==> config.mk <==
export PLATFORM = sky130hd
export DESIGN_NAME = gpio_pad_ctrl
export DESIGN_NICKNAME = d
export VERILOG_FILES = /design/src/rtl/gpio_pad_ctrl.sv
export SDC_FILE = /design/constraint.sdc
export NUM_CORES = 1
export LEC_CHECK = 0
export ABC_CLOCK_PERIOD_IN_PS = 2300
export CAP_MARGIN = 20
export CORE_MARGIN = 4
export CORE_UTILIZATION = 59
export CTS_BUF_LIST = sky130_fd_sc_hd__clkbuf_8
export DETAILED_ROUTE_END_ITERATION = 8
export DONT_BUFFER_PORTS = 1
export PLACE_DENSITY = 0.78
export SLEW_MARGIN = 20
export SYNTH_ARGS = -nofsm -noshare
export SYNTH_HDL_FRONTEND = slang
export SYNTH_SLANG_ARGS = --single-unit
==> constraint.sdc <==
create_clock -name clk -period 2.3 [get_ports clk]
set_input_delay 0.46 -clock clk [delete_from_list [all_inputs] [get_ports clk]]
set_output_delay 0.46 -clock clk [all_outputs]
set_load 0.01 [all_outputs]
==> src/rtl/gpio_pad_ctrl.sv <==
// gpio_pad_ctrl: registered pad drive, 2-flop input sync, per-pin glitch filter
// and sticky edge-pending bits for one pad bank.
module gpio_pad_ctrl #(
    parameter int NPINS  = 8,
    parameter int FILT_W = 4
) (
    input  logic              clk,
    input  logic              rst,
    input  logic [NPINS-1:0]  dir_i,
    input  logic [NPINS-1:0]  out_i,
    input  logic [NPINS-1:0]  od_i,
    input  logic [FILT_W-1:0] filt_len_i,
    input  logic [NPINS-1:0]  rise_en_i,
    input  logic [NPINS-1:0]  fall_en_i,
    input  logic [NPINS-1:0]  pend_clr_i,
    output logic [NPINS-1:0]  pad_oen_o,
    output logic [NPINS-1:0]  pad_i_o,
    input  logic [NPINS-1:0]  pad_o_i,
    output logic [NPINS-1:0]  in_o,
    output logic [NPINS-1:0]  pend_o,
    output logic              irq_o
);
    logic [NPINS-1:0] sync1, sync2, filt, pend, upd;
    logic [FILT_W-1:0] cnt [NPINS];

    always_ff @(posedge clk or posedge rst) begin
        if (rst) begin
            pad_oen_o <= '1;
            pad_i_o   <= '0;
            sync1     <= '0;
            sync2     <= '0;
            filt      <= '0;
            pend      <= '0;
        end else begin
            pad_oen_o <= ~(dir_i & ~(od_i & out_i));
            pad_i_o   <= out_i & ~od_i;
            sync1     <= pad_o_i;
            sync2     <= sync1;
            filt      <= filt ^ upd;
            pend      <= (pend & ~pend_clr_i) | (upd & sync2 & rise_en_i) | (upd & ~sync2 & fall_en_i);
        end
    end

    // cnt counts consecutive samples that disagree with filt; any agreement restarts it
    for (genvar g = 0; g < NPINS; g++) begin : g_filt
        assign upd[g] = (sync2[g] != filt[g]) && (cnt[g] >= filt_len_i);
        always_ff @(posedge clk or posedge rst) begin
            if (rst)
                cnt[g] <= '0;
            else
                cnt[g] <= (sync2[g] == filt[g] || upd[g]) ? '0 : cnt[g] + FILT_W'(1);
        end
    end

    assign in_o   = filt;
    assign pend_o = pend;
    assign irq_o  = |pend;
endmodule

**Word level (Yosys, flattened, before mapping)**

Index checks and enable logic that the tools add are counted.

- Output and inout bits: 33
- Register bits after elaboration: 80
- Logic and storage cells: 87
- Bits of input ports: 62

- Equal/unequal tests: 16
- Multiplexer cells: 8
- $lt $le $gt $ge: 8
- Bitwise operators: 16
- Add/subtract/negate cells: 8
- Reduce and logical (&&, ||, !) cells: 17

Operators by type and width:

| operator | count |
|---|---|
| $and A8 B8 Y8 | 8 |
| $not A8 Y8 | 5 |
| $add A4 B1 Y4 const B | 8 |
| $ge A4 B4 Y1 | 8 |
| $mux W4 | 8 |
| $or A8 B8 Y8 | 2 |
| $eq A1 B1 Y1 | 8 |
| $logic_and A1 B1 Y1 | 8 |
| $logic_or A1 B1 Y1 | 8 |
| $ne A1 B1 Y1 | 8 |
| $reduce_or A8 Y1 | 1 |
| $xor A8 B8 Y8 | 1 |

**Logic depth before layout (Yosys ltp)**

- Depth in word-level cells: 6
- Mapped depth: 6

**Least setup slack after synthesis**

No wires, ideal clock.

- Path kind: input-to-reg
- From: input filt_len_i[1]
- To: register (tool-made name)
- Cell stages on the path: 5
- Required time: 2,175 ps
- Arrival: 1,615 ps
- Buffers on the path: 0
- Library setup time: 125 ps
- Slack: 560 ps
- Cells stage by stage: inv_1 -> ha_1 -> a2111oi_4 -> nor2_1 -> mux2_4

RTL lines:

| element | RTL line | RTL |
|---|---|---|
| start, declared | 12 | `input logic [FILT_W-1:0] filt_len_i,` |

**Worst setup path in the final report**

- From: register pend[5], in the netlist pend_o[5]
- To: output irq_o

- Word-level cells in the longest chain between the ends: 1

Ends and longest elaborated chain:

| element | RTL line | RTL |
|---|---|---|
| start, declared | 23 | `logic [NPINS-1:0] sync1, sync2, filt, pend, upd;` |
| start signal, assigned | 40 | `pend <= (pend & ~pend_clr_i) \| (upd & sync2 & rise_en_i) \| (upd & ~sync2 & fall_en_i);` |
| $reduce_or A8 Y1 | 57 | `assign irq_o = \|pend;` |
| end, declared | 21 | `output logic irq_o` |

No other way between the ends.

==> flow_metrics.tcl <==
set metrics [dict create \
    pwr-share-comb 0.295 \
    antenna_cells 0 \
    finish.utilization 0.664 \
    p_switching_mw 1.43 \
    max_freq_mhz 499 \
    core_region_area_um2 6420 \
    start_util 0.611 \
    worstMarginPinSlew_ns 0.552 \
    netlist_area_um2 3930 \
    grt_antenna_before_repair 0 \
    relSlewSlack 0.629 \
    grt_pass1_vias 2414 \
    final_nets 441 \
    crit_fanout 3 \
    cts_resized 0 \
    cts_made_buffers 9 \
    firstDrtPassIters 4 \
    yosysSeqAreaShare 0.513 \
    syn_inst 327 \
    insertion_delay_ns 0.34 \
    syn-num-nets 429 \
    h-tree-depth 3 \
    cts_tree "done" \
    vias 2349 \
    holdWs_ns 0.0802 \
    final_common_cell "dfrtp_1" \
    rows 29 \
    drv_slew 0 \
    fp.dieW_um 89.6 \
    worstSetupStartpoint "pend_o[5]" \
    hold_buffers 0 \
    die_h_um 89.6 \
    syn_avg_cell_area_um2 12.0 \
    power.density_nw_per_um2 1040 \
    endpoint "irq_o" \
    synth_warnings 0 \
    p_int_mw 3.00 \
    vdd_drop_max_mv 0.491 \
    cp_data_required_time_ns 1.84 \
    wl_mm 6.87 \
    drc 0 \
    clock_tree.buffer_depth 2 \
    area_delta_synth_final_pct 8.61 \
    switching_share 0.323 \
    portBuffers 0 \
    p_leak_nw 2.09 \
    clkPwrFrac 0.246 \
    grt_usage 0.190 \
    ant_nets 0 \
    cap_violations 0 \
    stdcell_count 421 \
    hold_viol_final 0 \
    status "finished, final reports clean" \
    setup_violations 0 \
    cts_num_sinks 80 \
    r2r_setup_slack_ns 0.49 \
    drtIter0Drc 100 \
    via_per_inst 5.58 \
    r2r_start "cnt[20]" \
    period_needed_ns 2.00 \
    ys_seq_elements 80 \
    grt_pass1_wl_mm 11.2 \
    drive_gt1_frac 0.142 \
    cp-start-kind "flip-flop" \
    postCtsSetupRepairBufs 0 \
    grt_max_degree 81 \
    clk_pin_slew_ns 0.07 \
    root_buffer "clkbuf_8" \
    wl_per_cell_um 16.3 \
    io_pins 95 \
    dp.cells 405 \
    die_area_um2 8020 \
    hold_path_class "input port to async pin" \
    ys_types 19 \
    rsz0062_at_grt "false" \
    worstSetupPathType "flip-flop to output port" \
    overflow 0 \
    skew_ns 0.00659 \
    globalplace.congestion 0.776 \
    p_seq_frac 0.459 \
    worst_setup_path_end_kind "output port" \
    fin_setup_tns_ns 0 \
    cp.arrival_ns 1.54 \
    layout_common_cells "72 x dfrtp_1, 48 x nor2_1, 40 x ha_1, 28 x inv_1, 25 x nand2_1" \
    fin_crit_sh 0.871 \
    reg2reg_depth 6 \
    dpl.hpwl_mm 5.11 \
]
==> worst min-delay path by stage <==
stage          slack (ns)    endpoint
6_report             0.08  pad_i_o[0]
5_1_grt              0.12   async pin
4_1_cts              0.11  pad_i_o[2]
3_5_place_dp         0.34    sync2[7]
3_3_place_gp         0.33    sync2[5]
2_1_floorplan        0.33    sync2[0]
==> metrics by stage <==
| stage | setup WS [ns] | area [µm²] | power, mW |
|---|---|---|---|
| final | 0.297 | 4260 | 4.43 |
| after global routing | 0.194 | 4260 | 4.76 |
| after CTS | 0.243 | 4260 | 4.48 |
| after detailed placement | 0.295 | 4050 | 3.39 |
| after global placement | 0.335 | 4050 | 3.31 |
| after floorplan | 0.560 | 3930 | 3.11 |
==> flip-flops by register name (all words and copies together), names as in the netlist, named ones only <==
name	count
sync2	8
pad_i_o	8
pend_o	8
pad_oen_o	8
sync1	8
cnt	32
==> routing by layer <==
layer	vias to the layer above	GRT usage	share of wire
li1	1120	-	-
met1	1128	0.227	0.41
met2	86	0.301	0.47
met3	15	0.0894	0.097
met4	0	0.0690	0.019
met5	-	0	0
==> cell usage after synthesis <==
library cell / number / area (µm²)
inv_1: 28 / 105
mux2_4: 8 / 120
o21ai_1: 8 / 40.0
a22o_1: 8 / 70.1
a2111oi_4: 8 / 220
o21ai_0: 8 / 40.0
nor2_1: 48 / 180
nand2b_4: 8 / 110
dfstp_2: 8 / 210
nor4_1: 2 / 12.5
ha_1: 40 / 500
nand2_1: 25 / 93.8
nor2b_1: 8 / 50.1
nand3b_1: 8 / 60.1
nand3_1: 8 / 40.0
dfrtp_1: 72 / 1800
o21a_1: 8 / 60.1
xor2_1: 16 / 140
xnor2_1: 8 / 70.1
==> area by class of cell <==
| type | count | area, µm² |
|---|---|---|
| clock buffer | 13 | 179 |
| multi-input combinational | 219 | 1810 |
| clock inverter | 3 | 38.8 |
| tap | 77 | 96.3 |
| sequential | 80 | 2010 |
| fill | 484 | 2160 |
| inverter | 28 | 109 |
| timing repair buffer | 1 | 20.0 |
==> cell families after synthesis <==
| logic type | Yosys count | synth area share |
|---|---|---|
| simple gates | 107 | 0.139 |
| flops | 80 | 0.513 |
| compound gates | 40 | 0.110 |
| fa+ha+maj | 40 | 0.128 |
| buf+inv | 28 | 0.0268 |
| xor+xnor | 24 | 0.0536 |
| mux | 8 | 0.0306 |
==> critical path: stages, from the launching register on <==
cell and delay (ns):
dfrtp_1 0.47, nor4_1 0.54, nand2_1 0.20
==> power groups by stage <==
stage | registers (mW) | clock network [mW] | logic, mW
2_1_floorplan | 1.97 | 0 | 1.14
3_3_place_gp | 2.05 | 0 | 1.26
3_5_place_dp | 2.06 | 0 | 1.33
4_1_cts | 2.04 | 1.11 | 1.33
5_1_grt | 2.08 | 1.19 | 1.48
6_report | 2.04 | 1.09 | 1.31
No activity file was read; power rests on OpenSTA's default activity.
